==> config.mk <==
export PLATFORM = sky130hd
export DESIGN_NAME = trace_retire_buffer
export DESIGN_NICKNAME = d
export VERILOG_FILES = /design/src/rtl/trace_retire_buffer_pkg.sv /design/src/rtl/trace_retire_fifo.sv /design/src/rtl/trace_retire_buffer.sv
export SDC_FILE = /design/constraint.sdc
export NUM_CORES = 1
export LEC_CHECK = 0
export ABC_CLOCK_PERIOD_IN_PS = 6400
export CAP_MARGIN = 20
export CORE_ASPECT_RATIO = 0.5
export CORE_UTILIZATION = 45
export CTS_CLUSTER_SIZE = 30
export DETAILED_ROUTE_END_ITERATION = 6
export PLACE_DENSITY = 0.67
export SLEW_MARGIN = 10
export SYNTH_ARGS = -nofsm -noshare
export SYNTH_HDL_FRONTEND = slang
export SYNTH_SLANG_ARGS = --single-unit
==> constraint.sdc <==
create_clock -name clk -period 6.4 [get_ports clk]
set_clock_uncertainty 0.05 [all_clocks]
set_input_delay 1.28 -clock clk [delete_from_list [all_inputs] [get_ports clk]]
set_output_delay 1.28 -clock clk [all_outputs]
set_load 0.005 [all_outputs]
==> src/rtl/trace_retire_buffer_pkg.sv <==
// Shared types for the retire-trace buffer; entries gain a timestamp word when
// TRACE_RETIRE_TIMESTAMP_EN is defined.
package trace_retire_buffer_pkg;

  typedef struct packed {
    logic [31:0] pc;
    logic [31:0] instruction;
    logic        valid;
  } trace_retire_outputs_t;

  typedef enum logic [1:0] {
    TRACE_PC    = 2'd0,
    TRACE_INSTR = 2'd1,
    TRACE_TS    = 2'd2
  } trace_beat_t;

  typedef struct packed {
    logic [31:0] pc;
    logic [31:0] instruction;
`ifdef TRACE_RETIRE_TIMESTAMP_EN
    logic [31:0] timestamp;
`endif
  } trace_entry_t;

  localparam int TRACE_ENTRY_W = $bits(trace_entry_t);

endpackage

==> src/rtl/trace_retire_fifo.sv <==
// Flop-array FIFO with extra-MSB pointers; write visible on the next cycle, no fall-through.
// Caller may write while full only when it pops in the same cycle.
module trace_retire_fifo #(
  parameter int WIDTH = 64,
  parameter int DEPTH = 16,
  localparam int AW   = $clog2(DEPTH)
) (
  input  logic             clk,
  input  logic             rst,
  input  logic             wr_en,
  input  logic [WIDTH-1:0] wr_data,
  input  logic             rd_en,
  output logic [WIDTH-1:0] rd_data,
  output logic             full,
  output logic             empty,
  output logic [AW:0]      level
);

  logic [WIDTH-1:0] mem_q [DEPTH];
  logic [AW:0]      wr_ptr_q, wr_ptr_d;
  logic [AW:0]      rd_ptr_q, rd_ptr_d;

  assign wr_ptr_d = wr_ptr_q + {{AW{1'b0}}, wr_en};
  assign rd_ptr_d = rd_ptr_q + {{AW{1'b0}}, rd_en};

  always_ff @(posedge clk or posedge rst) begin
    if (rst) begin
      wr_ptr_q <= '0;
      rd_ptr_q <= '0;
    end else begin
      wr_ptr_q <= wr_ptr_d;
      rd_ptr_q <= rd_ptr_d;
    end
  end

  // Storage needs no reset: empty gates every read-side use.
  always_ff @(posedge clk) begin
    if (wr_en) mem_q[wr_ptr_q[AW-1:0]] <= wr_data;
  end

  assign rd_data = mem_q[rd_ptr_q[AW-1:0]];
  assign empty   = (wr_ptr_q == rd_ptr_q);
  assign full    = (wr_ptr_q[AW] != rd_ptr_q[AW]) &&
                   (wr_ptr_q[AW-1:0] == rd_ptr_q[AW-1:0]);
  assign level   = wr_ptr_q - rd_ptr_q;

endmodule

==> src/rtl/trace_retire_buffer.sv <==
// Buffers retire trace beats and streams each entry as 32-bit words (pc, instr[, ts if TRACE_RETIRE_TIMESTAMP_EN]).
// First word one cycle after push; stream holds under !out_ready; retire is never stalled, overflow drops are counted.
module trace_retire_buffer
  import trace_retire_buffer_pkg::*;
#(
  parameter int DEPTH      = 16,
  parameter int DROP_CNT_W = 16,
  localparam int LVL_W     = $clog2(DEPTH) + 1
) (
  input  logic                  clk,
  input  logic                  rst,
  input  trace_retire_outputs_t tr,
  output logic [31:0]           out_data,
  output logic                  out_valid,
  input  logic                  out_ready,
  output logic                  out_last,
  input  logic                  clear,
  output logic                  overflow,
  output logic [DROP_CNT_W-1:0] drop_count,
  output logic [LVL_W-1:0]      level
);

`ifdef TRACE_RETIRE_TIMESTAMP_EN
  localparam trace_beat_t LAST_BEAT = TRACE_TS;
`else
  localparam trace_beat_t LAST_BEAT = TRACE_INSTR;
`endif

  trace_beat_t            beat_q, beat_d;
  trace_entry_t           wr_entry, head;
  logic                   full, empty, accept, pop, push, drop;
  logic [31:0]            data_mux;
  logic                   overflow_q, overflow_d;
  logic [DROP_CNT_W-1:0]  drop_q, drop_d;

  assign wr_entry.pc          = tr.pc;
  assign wr_entry.instruction = tr.instruction;

`ifdef TRACE_RETIRE_TIMESTAMP_EN
  logic [31:0] cyc_q;

  always_ff @(posedge clk or posedge rst) begin
    if (rst) cyc_q <= '0;
    else     cyc_q <= cyc_q + 32'd1;
  end

  assign wr_entry.timestamp = cyc_q;
`endif

  assign out_valid = !empty;
  assign accept    = out_valid && out_ready;
  assign out_last  = !empty && (beat_q == LAST_BEAT);
  assign pop       = accept && out_last;
  // A pop on the last beat frees the slot in time for a same-cycle push.
  assign push      = tr.valid && (!full || pop);
  assign drop      = tr.valid && full && !pop;

  trace_retire_fifo #(
    .WIDTH (TRACE_ENTRY_W),
    .DEPTH (DEPTH)
  ) u_fifo (
    .clk     (clk),
    .rst     (rst),
    .wr_en   (push),
    .wr_data (wr_entry),
    .rd_en   (pop),
    .rd_data (head),
    .full    (full),
    .empty   (empty),
    .level   (level)
  );

  always_ff @(posedge clk or posedge rst) begin
    if (rst) beat_q <= TRACE_PC;
    else     beat_q <= beat_d;
  end

  always_comb begin
    beat_d   = beat_q;
    data_mux = 32'h0;
    case (beat_q)
      TRACE_PC: begin
        data_mux = head.pc;
        if (accept) beat_d = TRACE_INSTR;
      end
      TRACE_INSTR: begin
        data_mux = head.instruction;
`ifdef TRACE_RETIRE_TIMESTAMP_EN
        if (accept) beat_d = TRACE_TS;
`else
        if (accept) beat_d = TRACE_PC;
`endif
      end
`ifdef TRACE_RETIRE_TIMESTAMP_EN
      TRACE_TS: begin
        data_mux = head.timestamp;
        if (accept) beat_d = TRACE_PC;
      end
`endif
      default: beat_d = TRACE_PC;
    endcase
  end

  assign out_data = empty ? 32'h0 : data_mux;

  // A drop in the clear cycle survives the clear.
  always_comb begin
    overflow_d = overflow_q;
    drop_d     = drop_q;
    if (clear) begin
      overflow_d = drop;
      drop_d     = drop ? DROP_CNT_W'(1) : '0;
    end else if (drop) begin
      overflow_d = 1'b1;
      if (drop_q != {DROP_CNT_W{1'b1}}) drop_d = drop_q + DROP_CNT_W'(1);
    end
  end

  always_ff @(posedge clk or posedge rst) begin
    if (rst) begin
      overflow_q <= 1'b0;
      drop_q     <= '0;
    end else begin
      overflow_q <= overflow_d;
      drop_q     <= drop_d;
    end
  end

  assign overflow   = overflow_q;
  assign drop_count = drop_q;

endmodule

==> results of run 1 <==
==> final timing paths <==
kind,from,end,slack [ns],depth (start not counted)
worst max-delay path,u_fifo.rd_ptr_q[3]$_DFF_PP0_,out_data[22],0.69,7
min in group asynchronous,rst,drop_count[14]$_DFFE_PP0P_,0.90,2
max in group asynchronous,rst,u_fifo.rd_ptr_q[3]$_DFF_PP0_,4.90,3
worst min-delay path,overflow$_DFFE_PP0P_,overflow$_DFFE_PP0P_,0.48,2
worst max register to register,u_fifo.rd_ptr_q[3]$_DFF_PP0_,u_fifo.mem_q[7][30]$_DFFE_PP_,2.12,7
worst min register to register,overflow$_DFFE_PP0P_,overflow$_DFFE_PP0P_,0.48,2
==> power breakdown <==
group          switching, mW  internal [mW]  total (mW)
logic                   3.49           2.94        6.44
registers              0.303           8.27        8.58
clock network           2.47           2.92        5.39
==> cells in the mapped netlist, types with 5 or more instances <==
master	instances	share of area
nor2_1	53	0.0049
buf_1	9	0.00084
o22ai_1	55	0.0085
a22o_1	23	0.0050
o21ai_0	14	0.0017
buf_4	10	0.0019
and3_1	6	0.00093
edfxtp_1	1024	0.76
or3_1	5	0.00078
nand2_1	79	0.0074
o211ai_1	5	0.00093
buf_6	8	0.0022
mux4_2	256	0.14
a2111oi_0	11	0.0024
buf_2	29	0.0036
xor2_1	9	0.0020
mux2i_1	10	0.0025
nand3_1	19	0.0024
a21oi_1	7	0.00087
inv_1	13	0.0012
nand4_1	6	0.00093
xnor2_1	13	0.0028
clkbuf_1	37	0.0034
ha_1	9	0.0028
dfrtp_1	28	0.017
a22oi_1	46	0.0086
==> state kept, by name, indices dropped and copies added (netlist names) <==
register,count
u_fifo.mem_q,1024
u_fifo.rd_ptr_q,5
beat_q,1
overflow,1
u_fifo.wr_ptr_q,5
drop_count,16
==> logic make-up (layout without fill, tap and decap cells) <==
kind of cell	after synthesis	count (layout)
multiplexers	266	266
other	0	1
adder cells (fa/ha/maj)	10	10
XOR/XNOR	22	22
buffers and inverters	111	365
flip-flops	1052	1052
AO/OA/AOI/OAI	168	168
AND/OR/NAND/NOR	186	186
==> worst max-delay path: stages, from the launching register on <==
cell	delay, ns
dfrtp_4	0.62
buf_4	0.41
buf_4	0.84
mux4_2	0.38
o22ai_1	0.10
a2111oi_0	0.60
buf_4	0.23
clkdlybuf4s50_1	0.50
==> metal layers <==
metal,wire length [um],global-route usage,vias up,share of wire
met2,44260,0.3232,768,0.48
li1,-,-,8039,-
met1,40030,0.3022,10440,0.43
met4,1889,0.05557,0,0.020
met5,0,0,-,0
met3,6463,0.03390,113,0.070
==> layout make-up <==
type / instances / area [um^2] / area share
Clock inverter: 61 / 528.0 / 0.01143
Tap cell: 1185 / 1483 / 0.03210
Multi-Input combinational cell: 652 / 8364 / 0.1811
Clock buffer: 104 / 2336 / 0.05058
Timing Repair Buffer: 186 / 1956 / 0.04235
Inverter: 14 / 52.55 / 0.001138
Antenna cell: 1 / 2.502 / 0.00005418
Sequential cell: 1052 / 31460 / 0.6812
==> impl_metrics.py, run 1 <==
metrics = {
    "route": {
        "drc_errors": 4,
        "vias": 19360,
        "dr.pass1.iters": 7,
        "drt-vias-per-instance": 5.948,
        "drt_wl_total_um": 92650,
        "ant_nets": 0,
        "drtIter0Drc": 2333,
        "wl_per_cell_um": 28.46,
    },
    "timing": {
        "tns_ns": 0,
        "hold_viol_final": 0,
        "tightest_slew_ns": 1.137,
        "slew_viol_final": 0,
        "fmax_ghz": 0.1751,
        "fin_crit_sh": 0.8924,
        "slew_headroom": 0.2403,
        "period_needed_ns": 5.712,
        "rsz0062_at_grt": "false",
        "finalSetupViolCount": 0,
        "fin_hold_ws_ns": 0.4761,
        "final.setup.worst_slack_ns": 0.6883,
    },
    "floorplan": {
        "initial_core_util": 0.4552,
        "core_um2": 88440,
        "dieHeight_um": 213.5,
        "rows": 77,
        "die_w_um": 425.0,
        "pin_count": 125,
        "dieArea_um2": 90740,
    },
    "outcome": {
        "status": "finished, violations left",
        "failed_checks": "DRC",
    },
    "synth": {
        "synth_top_family_by_area": "multiplexers",
        "yosys_warnings": 0,
        "seq_area_frac_synth": 0.7812,
        "synth.avg_cell_area_um2": 22.18,
        "synthesis.area_um2": 40260,
        "synthMuxAreaShare": 0.1457,
        "syn_nets": 1894,
        "syn_inst": 1815,
        "synthFlopType": "edfxtp_1",
        "ys_ff_latch": 1052,
        "synthAdderAreaFrac": 0.003294,
        "synth-edff-count": 1024,
        "synth_cell_type_count": 43,
        "yosys.area_share.simple": 0.02029,
        "async_flop_share": 0.02662,
        "synth_compound_area_frac": 0.02968,
        "synth_xor_area_frac": 0.004786,
    },
    "pwr": {
        "total_power_mw": 20.40,
        "cellLeakagePower_nw": 14.47,
        "ir_drop_mv": 0.3298,
        "p_per_area_nw_per_um2": 441.8,
    },
    "global_route": {
        "grt_overflow_total": 0,
        "track_usage": 0.2059,
        "first_global_vias": 19210,
        "antenna_found_initial": 1,
        "grt_pass1_wl_um": 134000,
        "grt_max_degree": 66,
    },
    "cts": {
        "cts_setup_buffers": 0,
        "cts_max_path_buffers": 3,
        "ctsResizeCount": 0,
        "numCtsBuffers": 91,
        "cts-root-buf": "clkbuf_16",
        "h-tree-depth": 3,
        "clock-sinks": 1052,
        "clk_latency_ns": 0.68,
        "clk_pin_slew_ns": 0.07,
        "cts_tree": "built",
        "cts_hold_buffers": 0,
    },
    "final_layout": {
        "n_fill_cell": 6783,
        "syn_to_final_growth_pct": 14.72,
        "layout_common_cells": "edfxtp_1 (1,024), mux4_2 (256), clkdlybuf4s50_1 (124)",
        "nets": 2076,
        "drive_gt1_frac": 0.2296,
        "final_area_um2": 46180,
        "final_common_cell": "edfxtp_1",
        "fin_cells": 3255,
        "final_util": 0.5222,
    },
    "flow_run": {
        "drv_cap": 0,
    },
    "placed_design": {
        "place_ws_ns": 1.245,
        "place.gp.congestion": 0.7829,
        "port_buffers": 124,
        "dpl.cell_count": 3088,
        "dpl_cell_area_um2": 43290,
        "dp_hpwl_um": 50060,
    },
    "worst_hold_path": {
        "hp-class": "register to register",
    },
    "critical_path": {
        "critical_path_class": "register to primary output",
        "cp-end-kind": "primary output",
        "critPathArrivalTime_ns": 4.38,
        "required_ns": 5.07,
        "cp-start-kind": "register",
        "cp_max_fo": 65,
    },
}
(Power assumes the default switching activity.)
==> inputs of run 2 (changes only) <==
--- a/config.mk
+++ b/config.mk
@@ -12,7 +12,7 @@
 export CTS_CLUSTER_SIZE = 30
 export DETAILED_ROUTE_END_ITERATION = 6
 export PLACE_DENSITY = 0.67
-export SLEW_MARGIN = 10
+export SLEW_MARGIN = 20
 export SYNTH_ARGS = -nofsm -noshare
 export SYNTH_HDL_FRONTEND = slang
 export SYNTH_SLANG_ARGS = --single-unit
==> constraint.sdc (replaced) <==
create_clock -name clk -period 6.4 [get_ports clk]
set_clock_uncertainty 0.05 [all_clocks]
set_input_delay 1.92 -clock clk [delete_from_list [all_inputs] [get_ports clk]]
set_output_delay 1.92 -clock clk [all_outputs]
set_load 0.005 [all_outputs]
==> run 2 against run 1 <==
  * Maximum frequency decreased by 8.4%
  * Critical path type unchanged
  * The flow now finishes without violations
  * Flip-flop and latch count unchanged
  * Global-route usage is 0.59 points higher
  * Clock power increased by 2%
  * Largest power group unchanged
  * Worst hold slack better by 0.012 ns
==> impl_metrics.py, run 2 (same netlist as run 1, synthesis figures left out) <==
metrics = {
    "outcome": {
        "status": "completed",
    },
    "cts": {
        "clock-sinks": 1052,
        "clk_pin_slew_ns": 0.07,
        "numCtsBuffers": 89,
        "clk_latency_ns": 0.69,
        "cts-root-buf": "clkbuf_16",
        "cts_max_path_buffers": 3,
        "cts_setup_buffers": 0,
        "cts_hold_buffers": 0,
        "h-tree-depth": 3,
        "cts_tree": "built",
    },
    "route": {
        "ant_nets": 0,
        "drt_wl_total_um": 95630,
        "wl_per_cell_um": 29.27,
        "drc_errors": 0,
        "drtIter0Drc": 2410,
        "drt-vias-per-instance": 6.001,
        "vias": 19610,
        "dr.pass1.iters": 6,
    },
    "global_route": {
        "grt_max_degree": 65,
        "track_usage": 0.2118,
        "grt_pass1_wl_um": 137200,
        "grt_overflow_total": 0,
        "first_global_vias": 19450,
        "antenna_found_initial": 3,
    },
    "critical_path": {
        "cp-end-kind": "primary output",
        "critPathArrivalTime_ns": 4.27,
        "r2r_cells": 7,
        "cp-start-kind": "register",
        "r2r-start": "u_fifo.rd_ptr_q[1]$_DFF_PP0_",
        "required_ns": 4.43,
        "r2r_slack_ns": 2.34,
        "r2r-end": "u_fifo.mem_q[3][17]$_DFFE_PP_",
        "cp_max_fo": 43,
        "critical_path_class": "register to primary output",
    },
    "timing": {
        "fin_crit_sh": 0.9743,
        "final.setup.worst_slack_ns": 0.1646,
        "tightest_slew_ns": 1.131,
        "rsz0062_at_grt": "false",
        "slew_viol_final": 0,
        "period_needed_ns": 6.235,
        "tns_ns": 0,
        "slew_headroom": 0.2267,
        "hold_viol_final": 0,
        "finalSetupViolCount": 0,
        "fmax_ghz": 0.1604,
    },
    "floorplan": {
        "rows": 77,
        "initial_core_util": 0.4552,
        "die_w_um": 425.0,
        "dieHeight_um": 213.5,
        "core_um2": 88440,
        "pin_count": 125,
        "dieArea_um2": 90740,
    },
    "final_layout": {
        "final_common_cell": "edfxtp_1",
        "largest_register_ffs": 1024,
        "n_fill_cell": 6759,
        "nets": 2087,
        "syn_to_final_growth_pct": 15.33,
        "drive_gt1_frac": 0.2332,
        "layout_common_cells": "edfxtp_1 (1,024), mux4_2 (256), clkdlybuf4s50_1 (124)",
    },
    "placed_design": {
        "place.gp.congestion": 0.7926,
        "dp_hpwl_um": 52380,
        "place_ws_ns": 0.7360,
        "port_buffers": 124,
    },
    "flow_run": {
        "drv_cap": 0,
    },
    "worst_hold_path": {
        "min-delay-start": "u_fifo.rd_ptr_q[4]$_DFF_PP0_",
        "hold_depth": 1,
        "hold_end": "u_fifo.rd_ptr_q[4]$_DFF_PP0_",
        "hp-class": "register to register",
    },
    "pwr": {
        "p_per_area_nw_per_um2": 445.2,
        "cellLeakagePower_nw": 14.56,
        "ir_drop_mv": 0.2717,
    },
}
[run 2: worst max path at each step]
stage	to	start	cells after the start	slack [ns]
floorplan	u_fifo.mem_q[4][0]$_DFFE_PP_	out_ready	4	0.65
global placement	out_data[6]	u_fifo.rd_ptr_q[0]$_DFF_PP0_	9	0.70
detailed placement	out_data[6]	u_fifo.rd_ptr_q[0]$_DFF_PP0_	9	0.74
CTS	out_data[19]	u_fifo.rd_ptr_q[0]$_DFF_PP0_	8	0.02
global route	out_data[18]	u_fifo.rd_ptr_q[1]$_DFF_PP0_	6	0.09
finish	out_data[3]	u_fifo.rd_ptr_q[0]$_DFF_PP0_	8	0.16
[run 2: area by class of cell]
type	instances	area [um^2]	share of cell area
tap	1185	1483	0.03193
timing repair buffer	199	2105	0.04533
inverter	14	52.55	0.001132
multi-input combinational	652	8358	0.1800
clock inverter	55	646.9	0.01393
clock buffer	108	2318	0.04994
sequential	1052	31460	0.6776
antenna	2	5.005	0.0001078
[run 2: per-layer routing]
layer | part of all wire | wire length, um | vias up | GRT usage
met5 | 0.00014 | 13 | - | 0
met4 | 0.021 | 2034 | 2 | 0.05545
met3 | 0.071 | 6778 | 128 | 0.03950
met2 | 0.48 | 46270 | 759 | 0.3383
met1 | 0.42 | 40530 | 10670 | 0.3033
li1 | - | - | 8051 | -
[run 2: worst max-delay path: stages, from the launching register on]
cell and delay [ns]:
dfrtp_4 0.73, buf_12 0.39, buf_4 0.26, mux4_2 0.24, nand2_1 0.05, nand3_1 0.12, o21ai_0 0.09, a2111oi_0 0.96
clkdlybuf4s50_1 0.67
[run 2: timing repair]
| action | CTS | global route |
|---|---|---|
| resized for setup | 1 | 1 |
| endpoints found under the hold margin | 0 | 0 |
| endpoints found under the setup margin | 1 | 1 |
[run 2: stage by stage]
step / hold WS, ns / cells / power [mW] / instance area (um^2) / utilization
final: 0.4877 / 3267 / 20.67 / 46430 / 0.5250
after global routing: 0.5012 / 3266 / 21.45 / 46430 / 0.5249
after CTS: 0.4864 / 3265 / 20.86 / 46420 / 0.5249
after detailed placement: 0.4720 / 3102 / 15.37 / 43460 / 0.4914
after global placement: 0.4598 / 3102 / 15.29 / 43460 / 0.4914
after floorplan: 0.4505 / 1815 / 12.59 / 40280 / -
[run 2: where the power goes]
| group | internal [mW] | leakage (nW) | switching [mW] |
|---|---|---|---|
| clock network | 2.99 | 1.41 | 2.52 |
| registers | 8.27 | 9.62 | 0.312 |
| logic | 2.98 | 3.53 | 3.59 |
==> inputs of run 3 (changes only) <==
--- a/config.mk
+++ b/config.mk
@@ -11,7 +11,7 @@
 export CORE_UTILIZATION = 45
 export CTS_CLUSTER_SIZE = 30
 export DETAILED_ROUTE_END_ITERATION = 6
-export PLACE_DENSITY = 0.67
+export MAX_ROUTING_LAYER = met4
 export SLEW_MARGIN = 20
 export SYNTH_ARGS = -nofsm -noshare
 export SYNTH_HDL_FRONTEND = slang
==> run 3 against run 2 <==
  * The flow now finishes with violations (DRC)
  * Maximum frequency rose by 3.8%
  * Sequential power hardly changed
  * Sequential share of layout area fell by 0.075 points
  * Die area unchanged
  * Via count shrank 2.1%
  * Critical endpoint is now out_data[7]
  * Largest cell class unchanged
  * Highest routed layer is now met4
==> impl_metrics.py, run 3 (same netlist as run 1, synthesis figures left out) <==
metrics = {
    "final_layout": {
        "syn_to_final_growth_pct": 15.46,
        "final_common_cell": "edfxtp_1",
        "nets": 2092,
        "n_fill_cell": 6866,
        "fin_cells": 3269,
        "layout_common_cells": "edfxtp_1 (1,024), mux4_2 (256), clkdlybuf4s50_1 (124)",
        "insertedDiodeCount": 0,
        "largest_register_ffs": 1024,
        "drive_gt1_frac": 0.2313,
    },
    "placed_design": {
        "dp_hpwl_um": 52090,
        "place_ws_ns": 1.130,
        "place.gp.congestion": 0.8313,
        "dpl.cell_count": 3102,
        "port_buffers": 124,
    },
    "pwr": {
        "ir_drop_mv": 0.2704,
        "total_power_mw": 20.61,
        "cellLeakagePower_nw": 14.61,
        "p_per_area_nw_per_um2": 443.3,
    },
    "worst_hold_path": {
        "hold_end": "overflow$_DFFE_PP0P_",
        "min-delay-start": "overflow$_DFFE_PP0P_",
        "hold_depth": 2,
        "hp-class": "register to register",
    },
    "critical_path": {
        "cp_slowest_cell": "dfrtp_1",
        "required_ns": 4.43,
        "max_stage_delay_ns": 0.50,
        "crit_chain": "clkinv_1, ha_1, and4_1, and2_1, inv_1, and2_1, buf_4, a22o_1, clkdlybuf4s50_1",
        "r2r_cells": 7,
        "critPathTopFamily": "buffers and inverters",
        "r2r_slack_ns": 2.45,
        "cp.buffers_inverters": 4,
        "r2r-start": "u_fifo.rd_ptr_q[2]$_DFF_PP0_",
        "cp-start-kind": "register",
        "critical_path_class": "register to primary output",
        "critPathArrivalTime_ns": 4.04,
        "r2r-end": "u_fifo.mem_q[12][12]$_DFFE_PP_",
        "cp-end-kind": "primary output",
        "cp_max_fo": 24,
        "crit_top_cell": "and2_1",
    },
    "cts": {
        "clk_pin_slew_ns": 0.06,
        "cts_max_path_buffers": 3,
        "cts_hold_buffers": 0,
        "h-tree-depth": 3,
        "clk_latency_ns": 0.68,
        "clock-sinks": 1052,
        "cts_tree": "built",
        "numCtsBuffers": 93,
        "ctsResizeCount": 0,
        "cts-root-buf": "clkbuf_16",
        "cts_setup_buffers": 0,
    },
    "global_route": {
        "track_usage": 0.2173,
        "grt_pass1_wl_um": 136700,
        "grt_overflow_total": 0,
        "grt_max_degree": 110,
        "first_global_vias": 19460,
        "antenna_found_initial": 0,
    },
    "timing": {
        "tns_ns": 0,
        "fmax_ghz": 0.1665,
        "finalSetupViolCount": 0,
        "rsz0062_at_grt": "false",
        "fin_hold_ws_ns": 0.4835,
        "hold_viol_final": 0,
        "slew_headroom": 0.2926,
        "period_needed_ns": 6.006,
        "slew_viol_final": 0,
        "final.setup.worst_slack_ns": 0.3940,
        "tightest_slew_ns": 1.059,
        "fin_crit_sh": 0.9384,
    },
    "route": {
        "drtIter0Drc": 2101,
        "drt-vias-per-instance": 5.871,
        "dr.pass1.iters": 7,
        "wl_per_cell_um": 28.83,
        "drc_errors": 2,
        "ant_nets": 0,
        "drt_wl_total_um": 94260,
        "vias": 19190,
    },
    "flow_run": {
        "drv_cap": 0,
    },
    "outcome": {
        "failed_checks": "DRC",
        "status": "finished, violations left",
    },
    "floorplan": {
        "die_w_um": 425.0,
        "dieHeight_um": 213.5,
        "dieArea_um2": 90740,
        "initial_core_util": 0.4552,
        "core_um2": 88440,
        "rows": 77,
        "pin_count": 125,
    },
}
==> run 3: cell count changes in the layout (fill, tap and decap cells not counted), moves of 3 or more <==
cell,change
clkbuf_16,+7
bufinv_16,-3
buf_12,+6
clkinv_1,+6
clkinv_2,+4
buf_4,-6
clkinvlp_4,-5
==> run 3: worst max-delay path by stage <==
stage                                       startpoint                      endpoint  slack (ns)  cells past startpoint
after detailed placement  u_fifo.rd_ptr_q[0]$_DFF_PP0_                  out_data[13]        1.13                      7
after global routing      u_fifo.rd_ptr_q[2]$_DFF_PP0_                   out_data[2]        0.12                      9
final                     u_fifo.rd_ptr_q[2]$_DFF_PP0_                   out_data[7]        0.39                      9
after CTS                 u_fifo.rd_ptr_q[2]$_DFF_PP0_                   out_data[7]        0.39                      9
after floorplan                              out_ready  u_fifo.mem_q[4][0]$_DFFE_PP_        0.65                      4
after global placement    u_fifo.rd_ptr_q[0]$_DFF_PP0_                  out_data[13]        1.17                      7
==> run 3: cell type report <==
cell class,instances,area [um^2],area share
sequential,1052,31460,0.6769
multi-input combinational,652,8356,0.1798
clock buffer,114,2470,0.05314
timing repair buffer,200,2195,0.04722
tap,1185,1483,0.03190
clock inverter,52,464.2,0.009987
inverter,14,52.55,0.001131
==> run 3: power by group <==
group          leakage (nW)  internal, mW  switching [mW]  total (mW)
Clock                  1.43          3.00            2.47        5.47
Sequential             9.62          8.27           0.291        8.56
Combinational          3.57          3.02            3.56        6.58
Total                  14.6          14.3            6.32        20.6
==> run 3: worst min-delay path, cell delays in order, from the launching register on <==
cell and delay (ns):
dfrtp_1 0.37, inv_1 0.06, o21ai_0 0.06
==> run 3: per-stage QoR <==
step	cell area (um^2)	utilization
floorplan	40280	-
global placement	43530	0.4922
detailed placement	43530	0.4922
CTS	46470	0.5254
global route	46480	0.5256
finish	46480	0.5256
==> run 3: routing by layer <==
| layer | vias up | GRT usage | wire length (um) |
|---|---|---|---|
| met2 | 606 | 0.3331 | 45220 |
| met4 | 0 | 0.04329 | 1315 |
| met3 | 95 | 0.03908 | 5721 |
| li1 | 8058 | - | - |
| met1 | 10430 | 0.3090 | 42000 |
| met5 | - | - | 0 |
==> RTL change, RTL diff (config.mk and constraints of run 1) <==
Set the parameter `DROP_CNT_W` to 32 (it was 16).
--- a/src/rtl/trace_retire_buffer.sv
+++ b/src/rtl/trace_retire_buffer.sv
@@ -6,3 +6,3 @@
   parameter int DEPTH      = 16,
-  parameter int DROP_CNT_W = 16,
+  parameter int DROP_CNT_W = 32,
   localparam int LVL_W     = $clog2(DEPTH) + 1
Ports: changed (resized drop_count); port bits go from 125 to 141. No check against the original RTL was run, so the function may have changed too.
==> RTL change against run 1 <==
  * Sequential cell count grew 16
  * Combinational power grew 3%
  * Non-clock buffer count grew 8
  * Critical path type unchanged
  * Final area grew 2.6%
  * Routed wire length grew 4.3%
  * Clock power grew 4.6%
  * Area after synthesis grew 1.7%
  * Critical path depth shrank 1
  * Total power grew 2.5%
  * Setup slack gained 380 ps
  * Hold slack lost 25 ps
  * Fmax grew 7.1%
  * Sequential power grew 0.8%
==> RTL change: results (changes against run 1) <==
largest incremental delay on the critical path 860 ps (+20 ps); largest cells by area after synthesis sky130_fd_sc_hd__edfxtp_1 (75%), sky130_fd_sc_hd__mux4_2 (14%), sky130_fd_sc_hd__dfrtp_1 (2.7%); number of levels the H-tree was split into 3 (unchanged); number of global-route vias before repair 20400 (+6.2%); most instantiated cells after synthesis sky130_fd_sc_hd__edfxtp_1 (1024), sky130_fd_sc_hd__mux4_2 (256), sky130_fd_sc_hd__clkbuf_1 (66); cts bufs inserted 93 (+2.2%); Post-Syn Nets 1983 (+4.7%); proportion of synthesized flip-flops having asynchronous set or reset 4.12% (+1.5 points); part of the Yosys area used for sequential elements 77.8% (-0.34 points); clock-pin slew on the worst setup and hold paths 60 ps; Max-Slew Margin vs Limit 24.8% (+0.75 points); Nets 2169 (+4.5%); worst vdd ir 0.372 mV (+13%); gpl congestion 0.794 (+1.4%); source-to-sink clock delay at the later pin of the worst-skew pair 680 ps (about the same); Crit path arrival time 4000 ps (-380 ps); gr usage total 21.1% (+0.48 points); number of buffers inserted by post-CTS setup repair 0 (unchanged); first-pass GRT wire length 141000 um (+5.2%); CTS max path bufs 3 (unchanged); DRT Wirelength 96600 um (+4.3%); Leak Pwr 14.8 nW (+2.4%); Initial DRC Count 2336 (+0.13%); Pre-antenna DRT Iters 5 (-2); maximum fanout count along the critical path 43 (-34%); maximum number of pins on one net before global-route repair 94 (+42%); run status completed; cell family with most CP delay compound AO/OA/AOI/OAI gates; class of the most critical hold timing path register to register; YS warnings 0 (unchanged); slowest stage cell on the critical path sky130_fd_sc_hd__dfrtp_4; number of unique standard cell types used by synthesis 46 (+7.0%); initial antenna violation count 2 (+1); number of port buffers 140 (+13%); Root Buffer sky130_fd_sc_hd__clkbuf_16; max FFs per register 1024 (unchanged); CTS resizes 0 (unchanged); post-detailed-placement half-perimeter wirelength 52900 um (+5.6%); via count normalized by instance count 6.09 (+2.4%); ratio of cells with drive above 1 in the final layout 22.5% (-0.47 points); EDFF count, synth 1024 (unchanged)
RTL change: cell count changes after synthesis, moves of 18 or more:
cell	change
sky130_fd_sc_hd__a21oi_1	+18
sky130_fd_sc_hd__a22oi_1	+18
sky130_fd_sc_hd__buf_1	+23
sky130_fd_sc_hd__buf_2	-25
sky130_fd_sc_hd__clkbuf_1	+29
sky130_fd_sc_hd__nand2_1	-24
RTL change: per-layer routing:
| metal | routed length (um) | share of wire, % | global-route usage [%] | up-vias |
|---|---|---|---|---|
| met5 | 12 | 0.012 | 0 | - |
| met4 | 1630 | 1.7 | 4.62 | 2 |
| met3 | 6590 | 6.8 | 3.67 | 127 |
| met2 | 46800 | 48 | 33.6 | 814 |
| met1 | 41600 | 43 | 30.7 | 11100 |
| li1 | - | - | - | 8410 |
RTL change: worst paths after layout:
| path | end | cells after the start | start | slack [ps] |
|---|---|---|---|---|
| setup / recovery | out_data[15] | 6 | u_fifo.rd_ptr_q[1] | 1070 |
| setup reg to reg | u_fifo.mem_q[13][42] | 8 | u_fifo.rd_ptr_q[1] | 2450 |
| hold reg to reg | u_fifo.wr_ptr_q[4] | 1 | u_fifo.wr_ptr_q[4] | 450 |
| min in group asynchronous | drop_count[7] | 2 | rst | 800 |
| max in group asynchronous | u_fifo.rd_ptr_q[1] | 3 | rst | 5000 |
| hold / removal | u_fifo.wr_ptr_q[4] | 1 | u_fifo.wr_ptr_q[4] | 450 |
RTL change: where the power goes:
group / total (W) / switching, W / internal [W]
clock network: 0.00564 / 0.00253 / 0.00312
registers: 0.00865 / 0.000275 / 0.00837
logic: 0.00662 / 0.00370 / 0.00292
RTL change: logic make-up (layout without fill, tap and decap cells):
family	count (synthesis)	after routing	share of synthesized area (%)
flops	1068	1068	77.8
mux	264	264	14.3
compound gates	215	215	3.62
simple gates	213	213	2.57
buf+inv	121	383	1.12
xor+xnor	13	13	0.278
fa+ha+maj	10	10	0.324
other cells	0	1	0
RTL change: final cells by class:
cell class,instances,area (sq um)
Timing Repair Buffer,194,2100
Sequential cell,1068,31900
Antenna cell,1,2.50
Inverter,18,67.6
Tap cell,1185,1480
Clock buffer,119,2510
Clock inverter,52,532
Multi-Input combinational cell,715,8830
Fill cell,6706,41800
RTL change: metrics by stage:
step	cell area [sq um]	worst slack, ps	cells	hold WS (ps)	util, %
after floorplan	41000	786	1904	414	-
after global placement	44300	1740	3176	433	49.6
after detailed placement	44300	1740	3177	437	49.6
after CTS	47300	985	3348	449	53.0
after global routing	47400	881	3351	470	53.1
final	47400	1070	3352	452	53.1
RTL change: worst reg2reg max path: cells and delay by family (launching register included):
kind | cells | cell delay, ps
AND/OR/NAND/NOR | 4 | 1550
flip-flops | 1 | 860
buffers and inverters | 2 | 550
adder cells (fa/ha/maj) | 1 | 320
AO/OA/AOI/OAI | 1 | 200
